<file path="src/rtl/ber_pkg.sv">
// Shared types and constants for the BER run sequencer.
package ber_pkg;

    localparam int BER_CW = 32;

    typedef enum logic [2:0] {
        ST_IDLE,
        ST_FLUSH,
        ST_WARMUP,
        ST_RUN,
        ST_DONE
    } ber_state_t;

    localparam logic [1:0] STOP_NONE  = 2'd0;
    localparam logic [1:0] STOP_BITS  = 2'd1;
    localparam logic [1:0] STOP_ERRS  = 2'd2;
    localparam logic [1:0] STOP_STALL = 2'd3;

endpackage

</file>
<file path="src/rtl/ber_test_ctrl_if.sv">
// Software-facing control/status bundle of the BER run sequencer.
interface ber_test_ctrl_if
    import ber_pkg::*;
#(
    parameter int CW = BER_CW
);
    logic          start;
    logic          abort;
    logic          cfg_precode;
    logic [CW-1:0] cfg_target_bits;
    logic [CW-1:0] cfg_target_errors;
    logic          busy;
    logic          done;
    logic [CW-1:0] result_bits;
    logic [CW-1:0] result_errors;
    logic [1:0]    stop_reason;

    modport master (
        output start, abort, cfg_precode, cfg_target_bits, cfg_target_errors,
        input  busy, done, result_bits, result_errors, stop_reason
    );

    modport slave (
        input  start, abort, cfg_precode, cfg_target_bits, cfg_target_errors,
        output busy, done, result_bits, result_errors, stop_reason
    );

endinterface

</file>
<file path="src/rtl/ber_stall_mon.sv">
// Flags a stall once the checker bit count has stayed unchanged for
// STALL_CYCLES consecutive cycles; clr_i restarts tracking from the current value.
module ber_stall_mon
    import ber_pkg::*;
#(
    parameter int CW           = BER_CW,
    parameter int STALL_CYCLES = 1024
) (
    input  logic          clk,
    input  logic          rst,
    input  logic          clr_i,
    input  logic [CW-1:0] bits_i,
    output logic          stall_o
);
    localparam int            IW        = $clog2(STALL_CYCLES + 1);
    localparam logic [IW-1:0] IDLE_LAST = IW'(STALL_CYCLES - 1);

    logic [CW-1:0] prev_q, prev_d;
    logic [IW-1:0] idle_q, idle_d;
    logic          same;

    // idle_q counts earlier unchanged cycles; the current one completes the streak
    always_comb begin
        same    = (bits_i == prev_q);
        prev_d  = bits_i;
        idle_d  = idle_q;
        if (clr_i || !same) begin
            idle_d = '0;
        end else if (idle_q != IDLE_LAST) begin
            idle_d = idle_q + IW'(1);
        end
        stall_o = !clr_i && same && (idle_q == IDLE_LAST);
    end

    always_ff @(posedge clk) begin
        if (rst) begin
            prev_q <= '0;
            idle_q <= '0;
        end else begin
            prev_q <= prev_d;
            idle_q <= idle_d;
        end
    end

endmodule

</file>
<file path="src/rtl/ber_test_ctrl.sv">
// BER run sequencer: flushes and warms up the chain, baselines the checker
// counters, then runs to a target or stall and latches the measured result.
module ber_test_ctrl
    import ber_pkg::*;
#(
    parameter int FLUSH_CYCLES  = 16,
    parameter int WARMUP_CYCLES = 64,
    parameter int STALL_CYCLES  = 1024,
    parameter int CW            = BER_CW
) (
    input  logic           clk,
    input  logic           rst,
    ber_test_ctrl_if.slave sw,
    input  logic [CW-1:0]  total_bits_i,
    input  logic [CW-1:0]  total_bit_errors_i,
    output logic           chain_rstn_o,
    output logic           chain_en_o,
    output logic           precode_mode_o
);
    ber_state_t    state_q, state_d;
    logic [CW-1:0] cnt_q, cnt_d;
    logic [CW-1:0] tgt_bits_q, tgt_bits_d, tgt_errs_q, tgt_errs_d;
    logic [CW-1:0] base_bits_q, base_bits_d, base_errs_q, base_errs_d;
    logic [CW-1:0] res_bits_q, res_bits_d, res_errs_q, res_errs_d;
    logic [1:0]    reason_q, reason_d;
    logic          chain_rstn_q, chain_rstn_d, chain_en_q, chain_en_d;
    logic          precode_q, precode_d, busy_q, busy_d, done_q, done_d;
    logic          stall_clr, stall;
    logic [CW-1:0] meas_bits, meas_errs;
    logic          hit_errs, hit_bits;

    ber_stall_mon #(
        .CW           (CW),
        .STALL_CYCLES (STALL_CYCLES)
    ) u_stall_mon (
        .clk     (clk),
        .rst     (rst),
        .clr_i   (stall_clr),
        .bits_i  (total_bits_i),
        .stall_o (stall)
    );

    // Modulo-2^CW deltas keep the measurement correct across checker counter wrap
    assign meas_bits = total_bits_i - base_bits_q;
    assign meas_errs = total_bit_errors_i - base_errs_q;
    assign hit_errs  = (tgt_errs_q != '0) && (meas_errs >= tgt_errs_q);
    assign hit_bits  = (tgt_bits_q != '0) && (meas_bits >= tgt_bits_q);

    always_comb begin
        state_d      = state_q;
        cnt_d        = cnt_q;
        tgt_bits_d   = tgt_bits_q;
        tgt_errs_d   = tgt_errs_q;
        base_bits_d  = base_bits_q;
        base_errs_d  = base_errs_q;
        res_bits_d   = res_bits_q;
        res_errs_d   = res_errs_q;
        reason_d     = reason_q;
        chain_rstn_d = chain_rstn_q;
        chain_en_d   = chain_en_q;
        precode_d    = precode_q;
        done_d       = 1'b0;
        stall_clr    = 1'b0;

        if (sw.abort) begin
            state_d      = ST_IDLE;
            chain_en_d   = 1'b0;
            chain_rstn_d = 1'b0;
        end else begin
            unique case (state_q)
                ST_IDLE, ST_DONE: begin
                    if (sw.start) begin
                        state_d      = ST_FLUSH;
                        cnt_d        = '0;
                        tgt_bits_d   = sw.cfg_target_bits;
                        tgt_errs_d   = sw.cfg_target_errors;
                        precode_d    = sw.cfg_precode;
                        chain_rstn_d = 1'b0;
                        chain_en_d   = 1'b0;
                    end
                end
                ST_FLUSH: begin
                    cnt_d = cnt_q + CW'(1);
                    if (cnt_q == CW'(FLUSH_CYCLES - 1)) begin
                        state_d      = ST_WARMUP;
                        cnt_d        = '0;
                        chain_rstn_d = 1'b1;
                        chain_en_d   = 1'b1;
                    end
                end
                ST_WARMUP: begin
                    cnt_d = cnt_q + CW'(1);
                    if (cnt_q == CW'(WARMUP_CYCLES - 1)) begin
                        state_d     = ST_RUN;
                        cnt_d       = '0;
                        base_bits_d = total_bits_i;
                        base_errs_d = total_bit_errors_i;
                        stall_clr   = 1'b1;
                    end
                end
                ST_RUN: begin
                    if (hit_errs || hit_bits || stall) begin
                        state_d    = ST_DONE;
                        done_d     = 1'b1;
                        chain_en_d = 1'b0;
                        res_bits_d = meas_bits;
                        res_errs_d = meas_errs;
                        reason_d   = hit_errs ? STOP_ERRS : (hit_bits ? STOP_BITS : STOP_STALL);
                    end
                end
                default: state_d = ST_IDLE;
            endcase
        end

        busy_d = (state_d == ST_FLUSH) || (state_d == ST_WARMUP) || (state_d == ST_RUN);
    end

    always_ff @(posedge clk) begin
        if (rst) begin
            state_q      <= ST_IDLE;
            cnt_q        <= '0;
            tgt_bits_q   <= '0;
            tgt_errs_q   <= '0;
            base_bits_q  <= '0;
            base_errs_q  <= '0;
            res_bits_q   <= '0;
            res_errs_q   <= '0;
            reason_q     <= STOP_NONE;
            chain_rstn_q <= 1'b0;
            chain_en_q   <= 1'b0;
            precode_q    <= 1'b0;
            busy_q       <= 1'b0;
            done_q       <= 1'b0;
        end else begin
            state_q      <= state_d;
            cnt_q        <= cnt_d;
            tgt_bits_q   <= tgt_bits_d;
            tgt_errs_q   <= tgt_errs_d;
            base_bits_q  <= base_bits_d;
            base_errs_q  <= base_errs_d;
            res_bits_q   <= res_bits_d;
            res_errs_q   <= res_errs_d;
            reason_q     <= reason_d;
            chain_rstn_q <= chain_rstn_d;
            chain_en_q   <= chain_en_d;
            precode_q    <= precode_d;
            busy_q       <= busy_d;
            done_q       <= done_d;
        end
    end

    assign chain_rstn_o     = chain_rstn_q;
    assign chain_en_o       = chain_en_q;
    assign precode_mode_o   = precode_q;
    assign sw.busy          = busy_q;
    assign sw.done          = done_q;
    assign sw.result_bits   = res_bits_q;
    assign sw.result_errors = res_errs_q;
    assign sw.stop_reason   = reason_q;

endmodule

</file>
<file path="src/flat_wrapper.sv">
// flat-port wrapper written by rule: the top's interface ports become plain ports
module ber_test_ctrl_flat import ber_pkg::*;
#(
    parameter int FLUSH_CYCLES  = 16,
    parameter int WARMUP_CYCLES = 64,
    parameter int STALL_CYCLES  = 1024,
    parameter int CW            = BER_CW
)
  (clk, rst, total_bits_i, total_bit_errors_i, chain_rstn_o, chain_en_o, precode_mode_o, sw_start, sw_abort, sw_cfg_precode, sw_cfg_target_bits, sw_cfg_target_errors, sw_busy, sw_done, sw_result_bits, sw_result_errors, sw_stop_reason);
  ber_test_ctrl_if #(.CW(CW)) sw_i ();
  input  logic clk;
  input  logic rst;
  input  logic [CW-1:0] total_bits_i;
  input  logic [CW-1:0] total_bit_errors_i;
  output logic chain_rstn_o;
  output logic chain_en_o;
  output logic precode_mode_o;
  input wire logic [$bits(sw_i.start)-1:0] sw_start;
  input wire logic [$bits(sw_i.abort)-1:0] sw_abort;
  input wire logic [$bits(sw_i.cfg_precode)-1:0] sw_cfg_precode;
  input wire logic [$bits(sw_i.cfg_target_bits)-1:0] sw_cfg_target_bits;
  input wire logic [$bits(sw_i.cfg_target_errors)-1:0] sw_cfg_target_errors;
  output wire logic [$bits(sw_i.busy)-1:0] sw_busy;
  output wire logic [$bits(sw_i.done)-1:0] sw_done;
  output wire logic [$bits(sw_i.result_bits)-1:0] sw_result_bits;
  output wire logic [$bits(sw_i.result_errors)-1:0] sw_result_errors;
  output wire logic [$bits(sw_i.stop_reason)-1:0] sw_stop_reason;
  assign sw_i.start = sw_start;
  assign sw_i.abort = sw_abort;
  assign sw_i.cfg_precode = sw_cfg_precode;
  assign sw_i.cfg_target_bits = sw_cfg_target_bits;
  assign sw_i.cfg_target_errors = sw_cfg_target_errors;
  assign sw_busy = sw_i.busy;
  assign sw_done = sw_i.done;
  assign sw_result_bits = sw_i.result_bits;
  assign sw_result_errors = sw_i.result_errors;
  assign sw_stop_reason = sw_i.stop_reason;
  ber_test_ctrl #(.FLUSH_CYCLES(FLUSH_CYCLES), .WARMUP_CYCLES(WARMUP_CYCLES), .STALL_CYCLES(STALL_CYCLES), .CW(CW)) u_core (.clk(clk), .rst(rst), .sw(sw_i), .total_bits_i(total_bits_i), .total_bit_errors_i(total_bit_errors_i), .chain_rstn_o(chain_rstn_o), .chain_en_o(chain_en_o), .precode_mode_o(precode_mode_o));
endmodule
</file>
<file path="config.mk">
export PLATFORM = sky130hd
export DESIGN_NAME = ber_test_ctrl_flat
export DESIGN_NICKNAME = d
export VERILOG_FILES = /design/src/rtl/ber_pkg.sv /design/src/rtl/ber_test_ctrl_if.sv /design/src/rtl/ber_stall_mon.sv /design/src/rtl/ber_test_ctrl.sv /design/src/flat_wrapper.sv
export SDC_FILE = /design/constraint.sdc
export NUM_CORES = 1
export LEC_CHECK = 0
export CORE_ASPECT_RATIO = 0.5
export CORE_MARGIN = 4
export CORE_UTILIZATION = 55
export CTS_CLUSTER_DIAMETER = 100
export DETAILED_ROUTE_END_ITERATION = 8
export PLACE_DENSITY = 0.78
export RECOVER_POWER = 100
export REMOVE_ABC_BUFFERS = 1
export SYNTH_ARGS = -nofsm -noshare
export SYNTH_HDL_FRONTEND = slang
export SYNTH_SLANG_ARGS = --single-unit
</file>
<file path="constraint.sdc">
create_clock -name clk -period 5.95 [get_ports clk]
set_input_delay 1.19 -clock clk [delete_from_list [all_inputs] [get_ports clk]]
set_output_delay 1.19 -clock clk [all_outputs]
set_load 0.1 [all_outputs]
</file>
## Yosys cells after proc, flatten, opt, wreduce, memory -nomap -nowiden

Cells that the tools add are included.

- Register bits: 277
- Logic and storage cells: 87
- Input bits: 133
- Output and inout port bits: 71

- Bitwise operators: 2
- Multiplexer cells: 21
- Reductions and logical operators: 27
- $lt $le $gt $ge: 2
- Equality and inequality tests: 15
- Add/sub/neg operators: 4

Operators by type and width:

| operator | count |
|---|---|
| $mux 32 | 3 |
| $pmux 32 s3 | 1 |
| $ge 32x32->1 | 2 |
| $reduce_bool 32->1 | 2 |
| $sub 32x32->32 | 2 |
| $add 32x1->32 const B | 1 |
| $eq 32x32->1 | 1 |
| $eq 32x4->1 const B | 1 |
| $eq 32x6->1 const B | 1 |
| $mux 3 | 5 |
| $reduce_and 3->1 | 5 |
| $eq 3x2->1 const B | 4 |
| $pmux 3 s4 | 1 |
| $add 11x1->11 const B | 1 |
| $eq 11x10->1 const B | 1 |
| $ne 11x10->1 const B | 1 |
| $mux 1 | 7 |
| $eq 3x1->1 const B | 2 |
| $reduce_bool 3->1 | 2 |
| $reduce_or 2->1 | 3 |
| $logic_or 1x1->1 | 5 |
| $logic_and 1x1->1 | 4 |
| $mux 2 | 2 |
| $ne 2x1->1 const B | 2 |
| 10 further kinds | 12 |

## Longest topological paths before layout

Gate-level depths: netlist of run 1.

- Word-level depth: 14
- Depth in mapped cells: 25
- Gate-level depth less buffers: 22

## Cells and area by module

A second synthesis of run 1 with hierarchy kept.

- Cells, all modules: 1972
- Area, all modules: 15657.5 um^2

By module, submodules not included:

| module | instances | cells an instance | area each (um^2) | sequential area each (um^2) |
|---|---|---|---|---|
| ber_test_ctrl | 1 | 1789 | 13845.8 | 4684.5 |
| ber_stall_mon | 1 | 183 | 1811.7 | 860.8 |

## Worst setup path after synthesis of run 1

OpenSTA, ideal clock, no wires.

- Path type: input -> register
- From: in total_bits_i[4]
- To: reg u_core.res_errs_q[21] (netlist: u_core.sw.result_errors[21])
- Buffers on the path: 3
- Arrival time: 5021 ps
- Setup slack: 801 ps
- Library setup time: 128 ps
- Cell stages on the path: 21
- Data required time: 5822 ps
- Path through: ha_1 a21o_1 or3_1 o211ai_1 nand2_1 a21oi_1 o21ai_0 xor2_1 ha_1 a211oi_2 nor2_1 or3_1 a311o_1 a21oi_1 nor3_1 o211ai_2 buf_4 buf_6 buf_12 mux2i_1 nor2_1

- Word-level cells in the longest chain between the ends: 6
- Elaborated cells between the ends (all ways): 9
- Classes of those cells: 1 x add/sub; 1 x order compare; 1 x eq/ne; 6 x reduce/logical

Ends and longest elaborated chain:

| element | line | source |
|---|---|---|
| start: declaration | flat_wrapper.sv:13 | `input logic [CW-1:0] total_bits_i;` |
| $sub 32x32->32 | ber_test_ctrl.sv:44 | `assign meas_bits = total_bits_i - base_bits_q;` |
| named net u_core.meas_bits[17] | ber_test_ctrl.sv:29 | `logic [CW-1:0] meas_bits, meas_errs;` |
| $ge 32x32->1 | ber_test_ctrl.sv:47 | `assign hit_bits = (tgt_bits_q != '0) && (meas_bits >= tgt_bits_q);` |
| $logic_and 1x1->1 | ber_test_ctrl.sv:47 |  |
| $logic_or 1x1->1 (2 in a row) | ber_test_ctrl.sv:102 | `if (hit_errs \|\| hit_bits \|\| stall) begin` |
| $reduce_and 3->1 (no line) | n/a |  |
| end signal: assignment | ber_test_ctrl.sv:142 | `res_errs_q <= res_errs_d;` |
| end: declaration | ber_test_ctrl.sv:24 | `logic [CW-1:0] res_bits_q, res_bits_d, res_errs_q, res_errs_d;` |

The timed path passes the listed nets, and every way through them passes these cells.
A chain may end at the register's enable or synchronous reset.

## Worst setup path after layout of run 1

- From: in total_bits_i[4]
- To: reg u_core.res_bits_q[26] (netlist: u_core.sw.result_bits[26])

- Word-level cells in the longest chain between the ends: 6
- Elaborated cells between the ends (all ways): 9
- Classes of those cells: 1 x add/sub; 1 x order compare; 1 x eq/ne; 6 x reduce/logical

Ends and longest elaborated chain:

| element | line | source |
|---|---|---|
| $sub 32x32->32 | ber_test_ctrl.sv:44 |  |
| named net u_core.meas_bits[17] | ber_test_ctrl.sv:29 |  |
| $ge 32x32->1 | ber_test_ctrl.sv:47 |  |
| $logic_and 1x1->1 | ber_test_ctrl.sv:47 |  |
| $logic_or 1x1->1 (2 in a row) | ber_test_ctrl.sv:102 |  |
| $reduce_and 3->1 (no line) | n/a |  |
| end signal: assignment | ber_test_ctrl.sv:141 | `res_bits_q <= res_bits_d;` |
| end: declaration | ber_test_ctrl.sv:24 |  |

The timed path passes the listed nets, and every way through them passes these cells.

==> results of run 1 <==
through the flow:
stage	power, W	hold slack [ns]	setup TNS [ns]	util, %	instance area [um^2]
detailed placement	0.00269	0.431	-15.03	66.3	18400
finish	0.00433	0.442	0	69.2	19200
floorplan	0.00237	0.415	-260.75	-	15200
CTS	0.00435	0.441	0	69.3	19200
global placement	0.00268	0.429	-9.49	66.3	18400
global route	0.00453	0.468	0	69.2	19200
worst max-delay path by stage:
| stage | endpoint | slack (ns) | cells after the start |
|---|---|---|---|
| 3_3_place_gp | u_core.sw.result_errors[9] | -0.18 | 27 |
| 4_1_cts | u_core.sw.result_errors[10] | 0.21 | 27 |
| 2_1_floorplan | u_core.sw.result_bits[30] | -3.70 | 7 |
| 3_5_place_dp | u_core.sw.result_errors[10] | -0.29 | 27 |
| 6_report | u_core.sw.result_bits[26] | 0.31 | 21 |
| 5_1_grt | u_core.sw.result_errors[6] | 0.02 | 21 |
state kept, by name, indices dropped and copies added (netlist names), 2 cells and up:
register and flops:
u_core.base_bits_q 32, u_core.base_errs_q 32, u_core.cnt_q 32, u_core.state_q 3, u_core.sw.result_bits 32, u_core.sw.result_errors 32, u_core.sw.stop_reason 2, u_core.tgt_bits_q 32
u_core.tgt_errs_q 32, u_core.u_stall_mon.idle_q 11, u_core.u_stall_mon.prev_q 32
cell type report:
cell class                 count  area [um^2]
inverter                     152          571
fill                        2309         8540
tap                          382          478
multi-input combinational   1464         9150
timing repair buffer         281         2650
sequential                   277         5550
antenna                        1         2.50
clock inverter                 8         98.8
clock buffer                  36          729
kinds of logic after synthesis:
| logic type | share of synthesized area, % |
|---|---|
| xor gates and xnor gates | 6.24 |
| buffers and inverters | 5.93 |
| DFF | 35.6 |
| muxes | 4.12 |
| adders and majority gates | 10.5 |
| AOI/OAI and AO/OA | 15.6 |
| and+or+nand+nor | 22.0 |
power groups by stage:
stage                     clock network, W  logic, W  registers [W]
after floorplan                          0  0.000418        0.00195
after global placement                   0  0.000724        0.00195
after detailed placement                 0  0.000735        0.00195
after CTS                          0.00170  0.000742        0.00191
after global routing               0.00179  0.000831        0.00191
final                              0.00168  0.000743        0.00191
tightest hold or removal path: cells and delay by family, from the launching register on:
| family | cells | cell delay (ns) |
|---|---|---|
| flops | 1 | 0.32 |
| simple gates | 2 | 0.09 |
metal layers:
metal,wire length [um],vias up
met4,1380,0
li1,-,7175
met2,20200,321
met5,0,-
met3,1900,83
met1,18300,6704
layout by cell type (no fill, tap or decap), types with 4 or more instances in the layout:
master,Yosys,routed
nand2_1,335,335
dfxtp_1,277,277
a21oi_1,215,215
nor2_1,181,179
inv_1,152,152
ha_1,128,128
clkdlybuf4s50_1,0,119
dlygate4sd3_1,0,83
xor2_1,69,69
mux2i_1,63,63
buf_4,6,62
nor2b_1,48,48
o21ai_0,44,45
xnor2_1,42,42
nor4_1,37,37
nand3_1,34,34
nor3_1,30,30
nand4_1,28,28
a21o_1,27,27
clkbuf_16,0,27
and3_1,19,19
a211oi_1,17,16
o21a_1,16,16
clkbuf_1,69,14
nand2b_1,13,12
o211ai_1,9,9
or3_1,10,9
a31oi_1,8,8
o21bai_1,6,5
or2_2,5,5
and2_1,5,5
buf_12,1,5
o31ai_1,4,4
o311ai_0,5,4
and4_1,4,4
a22o_1,4,4
what timing repair did:
item | CTS | global route
endpoints found under the hold margin | 0 | 0
setup endpoints to repair | 0 | 63
resized for setup | 0 | 6
==> impl_metrics.py, run 1 <==
metrics = {
    "run_status": {
        "status": "complete, but fails checks",
        "violations": "capacitance limit, slew limit",
    },
    "placement": {
        "dp_slack_ns": -0.289,
        "dp_hpwl_mm": 31.3,
        "port_buffers": 203,
        "dp_cells": 2556,
        "gp_congestion": 0.891,
    },
    "power": {
        "peakVddDrop_mv": 0.180,
        "p_sw_w": 0.00117,
        "p_clk_share_pct": 38.7,
        "internal_power_w": 0.00317,
        "powerDensity_nw_per_um2": 225,
        "power.share.combinational_pct": 17.2,
        "power.leakage_nw": 7.86,
        "netSwitchingFraction_pct": 26.9,
        "seq_power_share_pct": 44.1,
    },
    "routing": {
        "wirelength_mm": 41.8,
        "vias_per_cell": 5.49,
        "ant_nets": 0,
        "drt_iter0_markers": 872,
        "via_count": 14300,
        "wl_per_cell_um": 16.1,
        "route.detailed.drc": 0,
        "dr.pass1.iters": 7,
    },
    "hold_path": {
        "hold_path_depth": 2,
        "hp-class": "flop to flop",
        "min-delay-start": "u_core.u_stall_mon.idle_q[10]",
        "holdPathEnd": "u_core.u_stall_mon.idle_q[10]",
    },
    "setup_path": {
        "worstPathRequired_ns": 6.35,
        "cp_cell_sequence": "dlygate4sd3_1, ha_1, a21o_1, or3_1, o211ai_1, nand2_1, a21oi_1, o21ai_0, xor2_1, ha_1, a211oi_2, nor2_1, or3_1, a311o_1, a21oi_1, nor3_1, o211ai_4, buf_12, buf_12, mux2i_1, nor2_1",
        "cp_max_fo": 12,
        "critPathKind": "input port to flop",
        "cp-end-kind": "flop",
        "crit_path_start_kind": "input port",
        "crit_arrival_ns": 6.03,
        "regToRegEndpoint": "u_core.sw.result_bits[26]",
        "rrSetupSlack_ns": 1.15,
        "slowest_stage": "dlygate4sd3_1",
        "cp_slowest_stage_delay_ns": 0.58,
        "rr_startpoint": "u_core.base_errs_q[0]",
        "crit_start": "total_bits_i[4]",
        "crit_family": "compound AO/OA/AOI/OAI gates",
        "r2r_cells": 25,
        "path_buf_inv": 3,
    },
    "synth": {
        "ys_types": 73,
        "yosysMostFrequentCell": "nand2_1",
        "netlist_instances": 1974,
        "synth_top_area_cell": "dfxtp_1",
        "synth_common_cells": "nand2_1, dfxtp_1, a21oi_1",
        "ys_ff_latch": 277,
        "ys_top_cells_by_area": "dfxtp_1, ha_1, nand2_1, a21oi_1, nor2_1",
        "syn_area_per_cell_um2": 7.89,
        "synth_edf_count": 0,
        "synth_top_flop_cell": "dfxtp_1",
        "synth_seq_area_share_pct": 35.6,
        "ys_warn_count": 0,
        "synth_area_um2": 15600,
        "async_flop_share_pct": 0,
        "synth_top_area_share_pct": 35.6,
    },
    "global_routing": {
        "grt_overflow": 0,
        "grt_pass1_wl_mm": 68.2,
        "antenna_found_initial": 1,
        "grt_pass1_vias": 13900,
        "use_met3_pct": 3.94,
        "grt_start_max_net_pins": 99,
        "track_usage_pct": 26.3,
        "global_route.usage.met2_pct": 45.8,
        "met1_usage_pct": 33.7,
        "grt-busiest-layer": "met2",
    },
    "floorplanning": {
        "pin_count": 204,
        "coreArea_um2": 27800,
        "die_x_um": 246,
        "die-area_um2": 31200,
        "std_cell_rows": 43,
        "start_util_pct": 56.1,
        "fp.dieH_um": 127,
    },
    "sta": {
        "setup_violations": 0,
        "tightest_slew_ns": 3.34,
        "fin_crit_ns": 5.64,
        "fin_skew_ns": 0.0154,
        "grt_setup_unrepaired": "no",
        "max_slew_margin_pct": -122,
        "layout_setup_ws_ns": 0.315,
        "fin_crit_sh_pct": 94.7,
        "timing.fmax_mhz": 177,
        "final_max_slew_viol_count": 131,
        "finalHoldViolCount": 0,
    },
    "cts": {
        "cts.sinks": 277,
        "cts_buffers": 26,
        "cts_buffer_depth": 3,
        "clk_pin_slew_ns": 0.07,
        "post-cts-setup-buffer-count": 0,
        "cts_tree": "done",
        "root_buffer": "clkbuf_16",
        "clk_latency_ns": 0.55,
        "htree_levels": 1,
        "postCtsHoldBufs": 0,
    },
    "flow_run": {
        "max_cap_violations": 2,
    },
    "layout": {
        "final_nets": 2465,
        "syn_to_final_growth_pct": 23.4,
        "drive_above_1_share_pct": 5.95,
        "fin_cells": 2601,
    },
}
(Power assumes the default switching activity.)
==> run 2, diff against run 1 <==
Settings changed: CAP_MARGIN set to 20, SKIP_CTS_REPAIR_TIMING set to 1.
==> results of run 2 <==
Final layout, timing and power as in run 1 (identical DEF).
